### config.mk
export PLATFORM = sky130hd
export DESIGN_NAME = branch_redirect_ctrl_flat
export DESIGN_NICKNAME = d
export VERILOG_FILES = /design/src/rtl/branch_redirect_ctrl_if.sv /design/src/rtl/branch_redirect_ctrl.sv /design/src/flat_wrapper.sv
export SDC_FILE = /design/constraint.sdc
export NUM_CORES = 1
export LEC_CHECK = 0
export CAP_MARGIN = 25
export CORE_UTILIZATION = 36
export DETAILED_ROUTE_END_ITERATION = 10
export DONT_BUFFER_PORTS = 1
export PLACE_DENSITY_LB_ADDON = 0.1
export SYNTH_ARGS = -nofsm -noshare
export SYNTH_HDL_FRONTEND = slang
export SYNTH_SLANG_ARGS = --single-unit
### constraint.sdc
create_clock -name clk -period 3.5 [get_ports clk]
set_clock_uncertainty 0.2 [all_clocks]
set_input_delay 0.35 -clock clk [delete_from_list [all_inputs] [get_ports clk]]
set_output_delay 0.35 -clock clk [all_outputs]
set_load 0.05 [all_outputs]
### src/rtl/branch_redirect_ctrl_if.sv
// Execute/fetch side signals of the branch redirect controller, bundled for port hookup.
interface branch_redirect_ctrl_if #(
    parameter int unsigned ADDR_W = 64,
    parameter int unsigned CNT_W  = 32
);

    logic              ex_valid;
    logic              ex_pcsel;
    logic [ADDR_W-1:0] ex_target;
    logic              ex_stall;
    logic              if_busy;
    logic              if_data_ok;
    logic              redirect_valid;
    logic [ADDR_W-1:0] redirect_pc;
    logic              flush_if;
    logic              flush_id;
    logic              fetch_hold;
    logic              ex_hold;
    logic [CNT_W-1:0]  taken_cnt;

    // Pipeline side: presents resolved branches and fetch status, consumes the redirect.
    modport master (
        output ex_valid, ex_pcsel, ex_target, ex_stall, if_busy, if_data_ok,
        input  redirect_valid, redirect_pc, flush_if, flush_id, fetch_hold, ex_hold, taken_cnt
    );

    // Controller side.
    modport slave (
        input  ex_valid, ex_pcsel, ex_target, ex_stall, if_busy, if_data_ok,
        output redirect_valid, redirect_pc, flush_if, flush_id, fetch_hold, ex_hold, taken_cnt
    );

endinterface

### src/rtl/branch_redirect_ctrl.sv
// Sequences fetch redirect and younger-instruction flush for a taken branch/jump
// resolved in execute; waits out an in-flight fetch and discards its result.
module branch_redirect_ctrl #(
    parameter int unsigned ADDR_W = 64,
    parameter int unsigned CNT_W  = 32
) (
    input  logic                   clk,
    input  logic                   reset,
    branch_redirect_ctrl_if.slave  bus
);

    typedef enum logic [1:0] {
        IDLE       = 2'd0,
        WAIT_FETCH = 2'd1,
        REDIRECT   = 2'd2
    } state_t;

    state_t            state_q;
    state_t            state_d;
    logic [ADDR_W-1:0] tgt_q;
    logic [ADDR_W-1:0] tgt_d;
    logic [CNT_W-1:0]  cnt_q;
    logic [CNT_W-1:0]  cnt_d;
    logic              accept;

    // Outputs are flopped from the next-state decode, so they equal a decode of state_q.
    logic redirect_valid_q, redirect_valid_d;
    logic flush_if_q,       flush_if_d;
    logic flush_id_q,       flush_id_d;
    logic fetch_hold_q,     fetch_hold_d;
    logic ex_hold_q,        ex_hold_d;

    // A resolved taken branch is only taken up while idle and not stalled.
    assign accept = bus.ex_valid & bus.ex_pcsel & ~bus.ex_stall & (state_q == IDLE);

    // State register.
    always_ff @(posedge clk or negedge reset) begin
        if (!reset) begin
            state_q <= IDLE;
        end else begin
            state_q <= state_d;
        end
    end

    // Target latch, redirect counter and Moore output registers.
    always_ff @(posedge clk or negedge reset) begin
        if (!reset) begin
            tgt_q            <= '0;
            cnt_q            <= '0;
            redirect_valid_q <= 1'b0;
            flush_if_q       <= 1'b0;
            flush_id_q       <= 1'b0;
            fetch_hold_q     <= 1'b0;
            ex_hold_q        <= 1'b0;
        end else begin
            tgt_q            <= tgt_d;
            cnt_q            <= cnt_d;
            redirect_valid_q <= redirect_valid_d;
            flush_if_q       <= flush_if_d;
            flush_id_q       <= flush_id_d;
            fetch_hold_q     <= fetch_hold_d;
            ex_hold_q        <= ex_hold_d;
        end
    end

    // Next state, target/counter update and next-cycle output decode.
    always_comb begin
        state_d          = state_q;
        tgt_d            = tgt_q;
        cnt_d            = cnt_q;
        redirect_valid_d = 1'b0;
        flush_if_d       = 1'b0;
        flush_id_d       = 1'b0;
        fetch_hold_d     = 1'b0;
        ex_hold_d        = 1'b0;

        unique case (state_q)
            IDLE: begin
                if (accept) begin
                    tgt_d = bus.ex_target;
                    cnt_d = cnt_q + CNT_W'(1);
                    // A fetch returning in the same cycle counts as complete.
                    if (bus.if_busy && !bus.if_data_ok) begin
                        state_d = WAIT_FETCH;
                    end else begin
                        state_d = REDIRECT;
                    end
                end
            end
            WAIT_FETCH: begin
                if (bus.if_data_ok) begin
                    state_d = REDIRECT;
                end
            end
            REDIRECT: begin
                state_d = IDLE;
            end
            default: begin
                state_d = IDLE;
            end
        endcase

        unique case (state_d)
            WAIT_FETCH: begin
                flush_id_d   = 1'b1;
                fetch_hold_d = 1'b1;
                ex_hold_d    = 1'b1;
            end
            REDIRECT: begin
                redirect_valid_d = 1'b1;
                flush_if_d       = 1'b1;
                flush_id_d       = 1'b1;
                fetch_hold_d     = 1'b1;
                ex_hold_d        = 1'b1;
            end
            default: begin
            end
        endcase
    end

    assign bus.redirect_valid = redirect_valid_q;
    assign bus.redirect_pc    = tgt_q;
    assign bus.flush_if       = flush_if_q;
    assign bus.flush_id       = flush_id_q;
    assign bus.fetch_hold     = fetch_hold_q;
    assign bus.ex_hold        = ex_hold_q;
    assign bus.taken_cnt      = cnt_q;

endmodule

### src/flat_wrapper.sv
// flat-port wrapper written by rule: the top's interface ports become plain ports
module branch_redirect_ctrl_flat 
#(
    parameter int unsigned ADDR_W = 64,
    parameter int unsigned CNT_W  = 32
)
  (clk, reset, bus_ex_valid, bus_ex_pcsel, bus_ex_target, bus_ex_stall, bus_if_busy, bus_if_data_ok, bus_redirect_valid, bus_redirect_pc, bus_flush_if, bus_flush_id, bus_fetch_hold, bus_ex_hold, bus_taken_cnt);
  branch_redirect_ctrl_if #(.ADDR_W(ADDR_W), .CNT_W(CNT_W)) bus_i ();
  input  logic clk;
  input  logic reset;
  input wire logic [$bits(bus_i.ex_valid)-1:0] bus_ex_valid;
  input wire logic [$bits(bus_i.ex_pcsel)-1:0] bus_ex_pcsel;
  input wire logic [$bits(bus_i.ex_target)-1:0] bus_ex_target;
  input wire logic [$bits(bus_i.ex_stall)-1:0] bus_ex_stall;
  input wire logic [$bits(bus_i.if_busy)-1:0] bus_if_busy;
  input wire logic [$bits(bus_i.if_data_ok)-1:0] bus_if_data_ok;
  output wire logic [$bits(bus_i.redirect_valid)-1:0] bus_redirect_valid;
  output wire logic [$bits(bus_i.redirect_pc)-1:0] bus_redirect_pc;
  output wire logic [$bits(bus_i.flush_if)-1:0] bus_flush_if;
  output wire logic [$bits(bus_i.flush_id)-1:0] bus_flush_id;
  output wire logic [$bits(bus_i.fetch_hold)-1:0] bus_fetch_hold;
  output wire logic [$bits(bus_i.ex_hold)-1:0] bus_ex_hold;
  output wire logic [$bits(bus_i.taken_cnt)-1:0] bus_taken_cnt;
  assign bus_i.ex_valid = bus_ex_valid;
  assign bus_i.ex_pcsel = bus_ex_pcsel;
  assign bus_i.ex_target = bus_ex_target;
  assign bus_i.ex_stall = bus_ex_stall;
  assign bus_i.if_busy = bus_if_busy;
  assign bus_i.if_data_ok = bus_if_data_ok;
  assign bus_redirect_valid = bus_i.redirect_valid;
  assign bus_redirect_pc = bus_i.redirect_pc;
  assign bus_flush_if = bus_i.flush_if;
  assign bus_flush_id = bus_i.flush_id;
  assign bus_fetch_hold = bus_i.fetch_hold;
  assign bus_ex_hold = bus_i.ex_hold;
  assign bus_taken_cnt = bus_i.taken_cnt;
  branch_redirect_ctrl #(.ADDR_W(ADDR_W), .CNT_W(CNT_W)) u_core (.clk(clk), .reset(reset), .bus(bus_i));
endmodule
### Word level (Yosys, flattened, before mapping)

Index checks and enable logic that the tools add are counted.

* multiplexer cells: 6
* add/subtract/negate cells: 1
* reductions and logical operators: 5
* equal/unequal tests: 3
* bitwise operators: 4

Operators with widths (number)
* $add A32 B1 Y32 const B: 1
* $mux W2: 3
* $eq A2 B1 Y1 const B: 2
* $pmux W2 S2: 1
* $and A1 B1 Y1: 3
* $eq A2 B2 Y1 const B: 1
* $logic_not A2 Y1: 1
* $mux W1: 2
* $reduce_and A2 Y1: 1
* $reduce_or A2 Y1: 1
* $logic_and A1 B1 Y1: 1
* $logic_not A1 Y1: 1
* $not A1 Y1: 1

* logic and storage cells: 24
* input port bits: 71
* register bits: 100

### Logic depth before layout (Yosys ltp)

Gate-level depths: netlist of run 1.

* depth in word-level cells: 8
* gate-level depth with buffers: 7
* gate-level depth less buffers: 6

### Worst setup path after synthesis of run 1

OpenSTA, ideal clock, no wires.

* path kind: register to register
* from: register u_core.cnt_q[0], in the netlist u_core.bus.taken_cnt[0]
* to: register u_core.cnt_q[26], in the netlist u_core.bus.taken_cnt[26]
* required time: 3.218 ns
* period minus slack after synthesis: 2.204 ns
* slack: 1.296 ns
* cell stages (with the launch flop): 6
* path buffers: 0
* setup time: 0.082 ns
* arrival time: 1.922 ns
* cells stage by stage: dfrtp_1 -> ha_1 -> and4b_1 -> nand4_1 -> nor4_2 -> xor2_1

* word-level cells in the longest chain between the ends: 1

RTL lines
* start, declared: RTL line branch_redirect_ctrl.sv:22 `logic [CNT_W-1:0] cnt_q;`
* start signal, assigned: RTL line branch_redirect_ctrl.sv:57 `cnt_q <= cnt_d;`
* $add A32 B1 Y32: RTL line branch_redirect_ctrl.sv:81 `cnt_d = cnt_q + CNT_W'(1);`

No other way between the ends.
A chain may end at the register's enable or synchronous reset.

### Worst setup path after layout of run 1

* from: register u_core.cnt_q[1], in the netlist u_core.bus.taken_cnt[1]
* to: register u_core.cnt_q[26], in the netlist u_core.bus.taken_cnt[26]

Same word-level chain as after synthesis.

==> results of run 1 <==
[power groups by stage]
stage | clock network [mW] | logic [mW] | registers [mW]
CTS | 1.16 | 0.346 | 2.09
detailed placement | 0 | 0.262 | 2.11
finish | 1.12 | 0.340 | 2.08
global route | 1.20 | 0.392 | 2.11
global placement | 0 | 0.249 | 2.11
floorplan | 0 | 0.188 | 2.08
[critical path: stages (launching register included)]
cell	delay, ns
sky130_fd_sc_hd__dfrtp_1	0.70
sky130_fd_sc_hd__ha_1	0.30
sky130_fd_sc_hd__and4b_1	0.24
sky130_fd_sc_hd__nand4_1	0.39
sky130_fd_sc_hd__nor4_2	0.40
sky130_fd_sc_hd__xor2_1	0.16
[routing by layer]
layer  share of wire  track usage  vias up
met1            0.42       0.1972     1413
li1                -            -     1475
met2            0.49       0.2740      107
met3           0.071      0.04901       11
met4           0.014      0.06660        0
met5               0            0        -
[sequential cells by signal, summed over array words and instances, names as in the netlist]
register,count
u_core.bus.redirect_valid,1
u_core.bus.flush_id,1
u_core.bus.redirect_pc,64
u_core.bus.taken_cnt,32
u_core.state_q,2
[cell type report]
type                            count  area [µm²]
Clock buffer                       11       242.7
Clock inverter                      4       97.59
Fill cell                        1006        5753
Inverter                            7       26.28
Multi-Input combinational cell    301        1508
Sequential cell                   100        2502
Tap cell                          140       175.2
Timing Repair Buffer               72       725.7
[synthesized netlist by cell type]
master,number
sky130_fd_sc_hd__nand4bb_1,1
sky130_fd_sc_hd__inv_1,7
sky130_fd_sc_hd__clkbuf_1,9
sky130_fd_sc_hd__nand3_1,11
sky130_fd_sc_hd__nor4_2,4
sky130_fd_sc_hd__buf_2,3
sky130_fd_sc_hd__and4_1,7
sky130_fd_sc_hd__buf_1,5
sky130_fd_sc_hd__o21ai_0,1
sky130_fd_sc_hd__buf_4,3
sky130_fd_sc_hd__or3_1,2
sky130_fd_sc_hd__and3_1,2
sky130_fd_sc_hd__nor4_1,4
sky130_fd_sc_hd__and4bb_2,1
sky130_fd_sc_hd__nand4bb_4,1
sky130_fd_sc_hd__nand4_1,5
sky130_fd_sc_hd__nor2_1,4
sky130_fd_sc_hd__nand4_2,1
sky130_fd_sc_hd__ha_1,2
sky130_fd_sc_hd__and4b_1,1
sky130_fd_sc_hd__or2_1,1
sky130_fd_sc_hd__dfrtp_1,100
sky130_fd_sc_hd__a21oi_1,2
sky130_fd_sc_hd__xnor2_1,10
sky130_fd_sc_hd__nand2_1,206
sky130_fd_sc_hd__buf_6,1
sky130_fd_sc_hd__nor3b_1,1
sky130_fd_sc_hd__nor3_1,13
sky130_fd_sc_hd__xor2_1,21
[cells by family after synthesis]
kind of cell	Yosys count	synth area share
buffers and inverters	28	0.03090
AND/OR/NAND/NOR	265	0.2878
AO/OA/AOI/OAI	3	0.003634
adder cells (fa/ha/maj)	2	0.006058
flip-flops	100	0.6059
XOR/XNOR	31	0.06574
[worst max-delay path by stage]
stage,from,end
6_report,u_core.bus.taken_cnt[1],u_core.bus.taken_cnt[26]
3_5_place_dp,u_core.bus.taken_cnt[1],u_core.bus.taken_cnt[26]
3_3_place_gp,u_core.bus.taken_cnt[1],u_core.bus.taken_cnt[26]
4_1_cts,u_core.bus.taken_cnt[1],u_core.bus.taken_cnt[24]
5_1_grt,u_core.bus.taken_cnt[1],u_core.bus.taken_cnt[24]
2_1_floorplan,u_core.bus.taken_cnt[0],u_core.bus.taken_cnt[26]
[through the flow]
| stage | instances | total power [mW] | util | hold slack [ns] |
|---|---|---|---|---|
| after floorplan | 429 | 2.272 | - | -0.1456 |
| after global routing | 635 | 3.702 | 0.4784 | 0.05402 |
| after detailed placement | 553 | 2.368 | 0.3852 | -0.1427 |
| after global placement | 553 | 2.356 | 0.3852 | -0.1424 |
| after CTS | 635 | 3.590 | 0.4784 | 0.03784 |
| final | 635 | 3.544 | 0.4784 | 0.04831 |
[what timing repair did]
action | 4_1_cts | 5_1_grt
hold buffers | 67 | 0
endpoints found under the hold margin | 166 | 0
resized for setup | 0 | 0
setup buffers | 0 | 0
==> results summary, run 1 <==
The flow ran to the end, and the final reports show no timing, DRC or antenna violations. The I/O pin count is around 170. The initial antenna violation count came out at 0. The number of vias per cell is between 4 and 5. The worst setup path is of the register to register kind. The maximum number of pins on one net before global-route repair is 101. The total placed instance area came out at 0.004249 mm². The fraction of the yosys area taken by sequential cells is 0.6059. In the final layout, the share of cells above drive strength 1 is 0.05859.

After synthesis the cells add up to 0.004130 mm². The placed wire-length estimate came out at 6228 µm. The register-to-register path setup slack is about 1.0 ns. The clock-pin slew on the worst setup and hold paths came out at 0.07 ns. CTS saw 100 sinks.

The average cell area after synthesis came out at 9.628 µm². The depth of the worst hold-timing path is 2. In the layout the commonest cells are sky130_fd_sc_hd__nand2_1 (206), sky130_fd_sc_hd__dfrtp_1 (100), sky130_fd_sc_hd__dlygate4sd3_1 (66), sky130_fd_sc_hd__xor2_1 (21), sky130_fd_sc_hd__nor3_1 (13).

The total routing usage reported by global routing came out at 0.1642. VDD sags by at most 0.3019 mV. The clock network power share came out at 0.316.

The least setup slack across all paths after layout came out at between 1 and 1.5 ns. The total overflow left after global routing is 0. The clock buffer count from CTS came out at 9. The number of remaining DRC errors came out at 0. The deepest level of the CTS H-tree came out at 3. The clock reaches the later pin of the worst-skew pair after 0.33 ns. The number of register bits inferred by synthesis is 100.

The wire length of the first global-routing pass came out at 14,860 µm. The weighted congestion at the end of routability-driven global placement is 0.7399. The switching power share of the total is 0.3840.

For the finished layout, the period the worst path requires is 2.469 ns. The total area inside the core boundary comes to 0.01103 mm². The share of power burned in combinational logic is 0.096. The number of antenna-violating nets in the routed design came out at 0. Yosys mapped the design onto 29 distinct sky130hd cell types. Power spread over the standard cell area amounts to around 670 mW/mm². The clock root buffer is sky130_fd_sc_hd__clkbuf_16. The clock tree buffer depth came out at 2. The layout net count came out at 564.

The data required time at the worst endpoint came out at 3.56 ns. Of the available clock period, the critical path in the final layout requires 0.7054. In this run the worst path has a maximum fanout of 10. The transition at the pin with the smallest max-transition slack came out at around 0.91 ns. The width of the die came out at roughly 110 µm. The worst-case setup slack after placement came out at between 1 and 1.5 ns. The dominant cell type by area after synthesis is sky130_fd_sc_hd__dfrtp_1.

The relative contribution of sequential cells to total power is 0.588. The maximum frequency from static timing analysis came out at 405.0 MHz. The relative slew slack came out at 0.3935. Setup repair after global routing left no endpoint under its margin. The number of core rows is 38. The setup-violating endpoint count in the final report came out at 0. The synthesized net count is 502. The cell-internal power is 2.183 mW. The net load switching power came out at 1.361 mW. The starting utilization of the core area is 0.3744. The endpoint with the worst hold slack is u_core.bus.taken_cnt[6]. The count of mapped cells out of synthesis came out at 429.

The max-slew violation total from the final report is 0. The number of iterations in the first detailed-routing pass came out at 4. The synthesis warning total is 0.

TritonCTS built the clock tree. The number of buffers inserted by port buffering is 0. The final routed wirelength across all metal layers is 9645 µm.

The number of violations reported at the end of detailed-routing iteration 0 came out at 92. The overall die area is 0.01191 mm². The worst setup path is launched from a register. The analysis attributes to cell leakage a power of between 2 and 3 nW. The length in cells of the worst reg-to-reg path came out at 5. The endpoint of the lowest-slack register-to-register path is u_core.bus.taken_cnt[26]. The summed negative setup slack over all endpoints is 0 ns. After detailed routing, the average wire length per cell comes to 15.19 µm.

The most frequent standard cell in the layout excluding fill and tap cells is sky130_fd_sc_hd__nand2_1. Of the post-synthesis cell area, the dominant cell type holds 0.6059. In this run the critical register-to-register path is launched from u_core.bus.taken_cnt[1]. Ranked by total cell area, the synthesized netlist is headed by sky130_fd_sc_hd__dfrtp_1 (61%), sky130_fd_sc_hd__nand2_1 (19%), sky130_fd_sc_hd__xor2_1 (4.5%). The path class of the tightest hold or removal check is input port to register. Across the run, the number of max-cap violations was 0. The vias after detailed routing came out at 3,006. After routing the design area is 0.005278 mm². The via count of the first global-routing pass came out at 3,013. The die is 109.1 µm tall. The number of hold violations in the final report is 0. The area added between synthesis and finish came out at 27.78%. 0 antenna diodes ended up in the layout. The data arrival time of the critical path is 2.53 ns.

The worst setup path is captured at a register. The worst hold path startpoint is bus_ex_stall.
No activity file was read; power rests on OpenSTA's default activity.
==> run 2, diff against run 1 <==
clock period = 2.08 ns   (was 3.5 ns; I/O delays follow)
==> results summary, run 2 (synthesis results as in run 1) <==
The flow ran to the end, but the final reports show violations. The checks that failed: negative hold slack. The final worst hold slack is -0.6342 ns (-0.6825 ns).

The data required time at the worst endpoint is 2.13 ns (-1.43 ns). The post-route non-filler standard cell count is 671 (+5.7%). The share of final-layout standard cells stronger than drive strength 1 came out at 0.1281 (+0.06947). The placed wire-length estimate is 6349 µm (+2.0%).

The maximum number of pins on one net before global-route repair is 101 (unchanged). The overall die area came out at 0.01191 mm² (unchanged). In this run the clock root is driven by a sky130_fd_sc_hd__clkbuf_16. The floorplan core area came out at 0.01103 mm² (unchanged).

The number of fill cells came out at 995 (-1.1%). In this design, the largest share of critical-path delay is due to simple AND/OR/NAND/NOR gates. The mean routed wirelength per cell is 14.94 µm (-1.6%). The deepest level of the CTS H-tree came to 3 (unchanged). The width of the die came out at 109.1 µm (unchanged). The minimum clock period after layout came out at 1.956 ns (-0.5132 ns). The CTS sink count came out at 100 (unchanged). The number of iterations in the first detailed-routing pass came out at 4 (unchanged). The via count of the first global-routing pass came out at 3,288 (+9.1%).

The setup fix buffers added after clock tree synthesis was 0 (unchanged). The maximum fanout along the worst path came to 13 (+3). The delay of the slowest cell on the worst path came out at 0.44 ns (-0.26 ns).

The starting utilization of the core area came out at 0.3744 (unchanged). The number of buffers inserted by port buffering is 0 (unchanged). The transition at the pin with the smallest max-transition slack came to 0.5348 ns (-0.3755 ns). The antenna cell count is 0 (unchanged). The final routed wirelength across all metal layers is 10,030 µm (+4.0%). The register cell area after layout is 0.002505 mm² (about the same). The cell total after placement came out at 587 (+6.1%). The worst setup path is captured at a register. The leakage component of the power is 2.809 nW (+6.1%).

The sum of buffers and inverters on the critical path is 0 (unchanged). The peak supply drop was 0.4918 mV (+63%). On the critical path, the stage with the largest delay is an instance of sky130_fd_sc_hd__or2_2.

The wire length of the first global-routing pass came out at 15,830 µm (+6.5%). The number of violations reported at the end of detailed-routing iteration 0 came out at 134 (+46%). The number of antenna-violating nets in the routed design is 0 (unchanged).

The maximum frequency from static timing analysis came out at 511.3 MHz (+26%). TritonCTS built the clock tree. The layout net count is 599 (+6.2%). The number of core rows is 38 (unchanged). The clock buffer count from CTS is 9 (unchanged). The clock-pin slew on the worst setup and hold paths is 0.07 ns (about the same). The weighted congestion at the end of routability-driven global placement was 0.7329 (-0.95%). The area added between synthesis and finish is 33.81%. The insertion delay to the later sink of the worst-skew pair came out at 0.33 ns (about the same). The library cells used most frequently in the layout, excluding fill and tap cells, are sky130_fd_sc_hd__nand2_1 (206), sky130_fd_sc_hd__dfrtp_1 (98), sky130_fd_sc_hd__dlygate4sd3_1 (68), sky130_fd_sc_hd__buf_4 (37), sky130_fd_sc_hd__xor2_1 (21). The relative slew slack came out at 0.6435 (+0.2500). The number of max-cap violations is 0 (unchanged).

The flip-flop count of the largest register, all copies and words added came out at 64 (unchanged). The min-delay analysis places its worst path in the category input port to asynchronous set/reset pin. The max-slew violation total from the final report is 0 (unchanged). The summed negative setup slack over all endpoints is 0 ns (unchanged). The setup path with the least slack is of type register to register. The overall die height came to 109.1 µm (unchanged). The share of the cycle needed by the critical path after routing came out at 0.9402 (+0.2348). The combined area of the multi-input logic cells is 0.001529 mm² (+1.4%). The total congestion overflow after global routing is 0 (unchanged). The number of remaining DRC errors is 0 (unchanged). The initial antenna violation count was 0 (unchanged). The total power density per cell area is 1047 mW/mm² (+56%). The clock tree buffer depth came out at 2 (unchanged). The number of buffers inserted by hold repair at cts came to 68 (+1.5%). The I/O pin count is 172 (unchanged). Walking the worst path, the cells encountered are nand4bb_4 > or2_2 > nor4_1 > xor2_1. The vias after detailed routing is 3,223 (+7.2%). Setup repair after global routing left no endpoint under its margin. The number of vias per cell is 4.803 (+1.5%).

The setup-violating endpoint count in the final report came out at 0 (unchanged). The number of hold violations in the final report came out at 100 (+100). Leaving out fill and tap cells, the most frequent cell in the layout is sky130_fd_sc_hd__nand2_1. The data arrival time of the critical path was 2.01 ns (-0.52 ns). The total routing usage reported by global routing came out at 0.1747 (+0.01052).

The critical path launch point type is a register.
run 2: path summary, 6_finish.rpt:
check	to	startpoint	slack, ns	depth (start not counted)
setup / recovery	u_core.bus.taken_cnt[21]	u_core.state_q[0]	0.12	4
hold / removal	u_core.bus.taken_cnt[16]	reset	-0.63	0
setup reg to reg	u_core.bus.taken_cnt[21]	u_core.state_q[0]	0.12	4
hold reg to reg	u_core.bus.taken_cnt[17]	u_core.bus.taken_cnt[17]	0.32	1
max in group asynchronous	u_core.bus.redirect_pc[1]	reset	2.16	0
min in group clk	u_core.bus.taken_cnt[4]	bus_ex_pcsel	0.02	3
run 2: worst reg2reg max path, cell delays in order (launching register included):
cell and delay (ns):
sky130_fd_sc_hd__dfrtp_1 0.41, sky130_fd_sc_hd__nand4bb_4 0.27, sky130_fd_sc_hd__or2_2 0.44, sky130_fd_sc_hd__nor4_1 0.39, sky130_fd_sc_hd__xor2_1 0.18
run 2: timing repair:
action / CTS / global route
setup endpoints to repair: 0 / 3
resized for setup: 0 / 4
endpoints found under the hold margin: 170 / 100
run 2: per-stage QoR:
stage	instance area [µm²]	total power, mW	hold slack, ns	utilization	worst slack, ns
after global placement	4519	4.039	-0.2839	0.4097	0.09986
after CTS	5502	5.854	-0.6515	0.4988	0.05130
after global routing	5527	6.041	-0.6608	0.5010	0.004583
after detailed placement	4519	4.047	-0.2853	0.4097	0.07564
final	5527	5.785	-0.6342	0.5010	0.1243
after floorplan	4133	3.827	-0.2876	-	0.0004571
run 2: cell type report:
| cell class | count | share of cell area |
|---|---|---|
| Multi-Input combinational cell | 301 | 0.2767 |
| Tap cell | 140 | 0.03170 |
| Timing Repair Buffer | 107 | 0.1791 |
| Sequential cell | 100 | 0.4532 |
| Clock inverter | 7 | 0.01381 |
| Inverter | 7 | 0.004754 |
| Clock buffer | 9 | 0.04075 |
run 2: report_power, final:
| group | total (mW) | internal [mW] | switching (mW) |
|---|---|---|---|
| Combinational | 0.779 | 0.303 | 0.476 |
| Sequential | 3.33 | 2.23 | 1.11 |
| Clock | 1.67 | 0.939 | 0.734 |
run 2: metal layers:
metal,track usage,wire length (µm),part of all wire,vias to the layer above
li1,-,-,-,1559
met1,0.2084,4219,0.42,1543
met2,0.2960,5005,0.50,112
met3,0.05499,671,0.067,9
met4,0.05985,130,0.013,0
met5,0,0,0,-
==> run 3, diff against run 2 <==
CTS_BUF_LIST = sky130_fd_sc_hd__clkbuf_4   (was unset)
==> results summary, run 3 (synthesis results as in run 1) <==
The run finished, with violations left. The checks that failed: negative hold slack. The insertion delay to the later sink of the worst-skew pair came out at 0.45 ns (+0.12 ns). Tracing the worst setup path back leads to its startpoint at u_core.state_q[0]. The number of vias per cell came out at 4.817 (+0.28%). In this run the worst hold path is classified as input port to asynchronous set/reset pin. The number of fill cells is 1,011 (+1.6%). The number of remaining DRC errors came out at 0 (unchanged). The wire length of the first global-routing pass came out at 15,810 µm (about the same). The delay of the slowest cell on the worst path was 0.44 ns (about the same). The cell-internal power came out at 2.908 mW (-16%). The summed negative setup slack over all endpoints came out at 0 ns (unchanged). The vias after detailed routing is 3,261 (+1.2%).

The total congestion overflow after global routing came out at 0 (unchanged). Setup repair after global routing left no endpoint under its margin. The share of power burned in combinational logic is 0.153 (+0.018). The data required time at the worst endpoint came to 2.26 ns (+0.13 ns). The layout net count is 605 (+1.0%). The register cell area after layout came out at 0.002505 mm² (unchanged).

The maximum number of pins on one net before global-route repair is 101 (unchanged). The overall die height is 109.1 µm (unchanged). The flip-flop count of the largest register, all copies and words added is 64 (unchanged). The number of buffers inserted by port buffering came out at 0 (unchanged). The maximum fanout along the worst path is 36 (+23). The CTS sink count is 100 (unchanged). The worst setup path is captured at a register.

The mean routed wirelength per cell is 14.80 µm (-0.99%). TritonCTS built the clock tree. The share of final-layout standard cells stronger than drive strength 1 is 0.1322 (+0.004156). The clock tree buffer depth came out at 2 (unchanged).

The antenna cell count is 0 (unchanged). The number of hold violations in the final report is 100 (unchanged). The starting utilization of the core area came out at 0.3744 (unchanged). The final routed wirelength across all metal layers came out at 10,020 µm (about the same). The leakage component of the power is 2.768 nW (-1.5%). The deepest level of the CTS H-tree was 3 (unchanged).

The I/O pin count came out at 172 (unchanged). The data arrival time of the critical path is 2.13 ns (+0.12 ns). The clock-pin slew on the worst setup and hold paths is 0.17 ns (+0.10 ns).

The number of max-cap violations came out at 0 (unchanged). The switching power share of the total came out at 0.4368 (+0.03633). The peak supply drop is 0.5667 mV (+15%). For this design, the slowest cell found on the critical path is sky130_fd_sc_hd__dfrtp_1.

The total power density per cell area was 952.4 mW/mm² (-9.0%). The max-slew violation total from the final report came to 0 (unchanged). The relative contribution of sequential cells to total power is 0.645 (+0.069). The met3 usage is 0.04184 (-0.01315). The via count of the first global-routing pass is 3,313 (+0.76%). The final worst hold slack came to -0.7704 ns (-0.1362 ns). The number of iterations in the first detailed-routing pass came out at 4 (unchanged).

The clock buffer count from CTS is 9 (unchanged). The setup path with the least slack is of type register to register. The net load switching power came out at 2.255 mW (-2.6%). The placed wire-length estimate is 6349 µm (unchanged). The width of the die came to 109.1 µm (unchanged).

The setup-violating endpoint count in the final report came to 0 (unchanged). The relative slew slack came out at 0.6431 (about the same). The number of antenna-violating nets in the routed design came out at 0 (unchanged). The clock network power share came out at 0.202 (-0.087). The minimum clock period after layout came out at 1.946 ns (-0.009791 ns). Compared with the post-synthesis result, the final layout area differs by 31.26%. The global routing usage on met2 came out at 0.2956 (-0.0004492). The total routing usage reported by global routing is 0.1740 (-0.0006875). The worst register-to-register path begins at u_core.state_q[0]. The share of the cycle needed by the critical path after routing is 0.9355 (-0.004707). The combined area of the multi-input logic cells came out at 0.001529 mm² (unchanged). The endpoint identified for the worst register-to-register timing path is u_core.bus.taken_cnt[3]. The initial antenna violation count came to 0 (unchanged).

The worst setup path is launched from a register. The most frequent standard cell in the layout excluding fill and tap cells is sky130_fd_sc_hd__nand2_1. Walking the worst path, the cells encountered are nand4bb_4 > or2_2 > buf_6 > nor2_1 > xor2_1. The met1 track utilization from global routing was 0.2075 (-0.0009217). The floorplan core area is 0.01103 mm² (unchanged). The overall die area came out at 0.01191 mm² (unchanged).

The cell sitting at the root of the clock tree is a sky130_fd_sc_hd__clkbuf_4. The number of core rows came out at 38 (unchanged). The critical path ends at u_core.bus.taken_cnt[3]. The maximum frequency from static timing analysis came out at 513.9 MHz (+0.50%). The busiest layer in global routing is met2. The register-to-register path setup slack is 0.13 ns (about the same). The number of violations reported at the end of detailed-routing iteration 0 came out at 126 (-6.0%). The number of buffers inserted by hold repair at cts came out at 71 (+4.4%). The library cells used most frequently in the layout, excluding fill and tap cells, are sky130_fd_sc_hd__nand2_1 (206), sky130_fd_sc_hd__dfrtp_1 (98), sky130_fd_sc_hd__dlygate4sd3_1 (71), sky130_fd_sc_hd__buf_4 (40), sky130_fd_sc_hd__xor2_1 (21). The transition at the pin with the smallest max-transition slack is 0.5354 ns (+0.0006011 ns). The weighted congestion at the end of routability-driven global placement is 0.7329 (unchanged). The length in cells of the worst reg-to-reg path came out at 5 (+1).
[run 3: changes by cell type in the layout (fill, tap and decap cells not counted), sizes merged]
cell and change:
dlygate4sd3 +3, buf +3
[run 3: routing by layer]
layer,share of wire,vias to the layer above
met5,0,-
met4,0.020,0
met3,0.065,15
met2,0.50,116
met1,0.42,1560
li1,-,1570
[run 3: worst min path at each step]
stage                     slack (ns)  depth (start not counted)   from                       end
after floorplan                -0.29                          0  reset       u_core.bus.flush_id
after global placement         -0.28                          0  reset  u_core.bus.taken_cnt[16]
after detailed placement       -0.29                          0  reset  u_core.bus.taken_cnt[14]
after CTS                      -0.82                          0  reset   u_core.bus.taken_cnt[2]
after global routing           -0.83                          0  reset   u_core.bus.taken_cnt[2]
final                          -0.77                          0  reset  u_core.bus.taken_cnt[16]
[run 3: power groups by stage]
stage,clock network [mW],registers (mW),logic [mW]
4_1_cts,1.10,3.34,0.784
3_3_place_gp,0,3.38,0.662
3_5_place_dp,0,3.37,0.676
5_1_grt,1.16,3.38,0.869
2_1_floorplan,0,3.51,0.316
6_report,1.04,3.33,0.789
[run 3: worst max-delay path, delay by kind of cell (launching register included)]
kind	cells	cell delay, ns
buffers and inverters	1	0.25
AND/OR/NAND/NOR	3	0.83
XOR/XNOR	1	0.14
flip-flops	1	0.44
[run 3: final cells by class]
class                      instances  area share
sequential                       100      0.4620
clock buffer                       9     0.01246
timing repair buffer             113      0.1922
tap                              140     0.03231
clock inverter                     7     0.01408
multi-input combinational        301      0.2820
inverter                           7    0.004847
[run 3: repair_timing]
action / in CTS / in global routing
hold endpoints to repair: 178 / 100
gates resized for setup: 0 / 4
buffers inserted: 0 / 3
setup endpoints to repair: 0 / 5
[run 3: per-stage QoR]
step / total power, mW / instance area [µm²] / util / cells / setup slack (ns)
3_5_place_dp: 4.047 / 4519 / 0.4097 / 587 / 0.07564
5_1_grt: 5.410 / 5421 / 0.4915 / 677 / 0.01544
6_report: 5.163 / 5421 / 0.4915 / 677 / 0.1341
3_3_place_gp: 4.039 / 4519 / 0.4097 / 587 / 0.09986
2_1_floorplan: 3.827 / 4133 / - / 429 / 0.0004571
4_1_cts: 5.223 / 5374 / 0.4872 / 674 / 0.02508
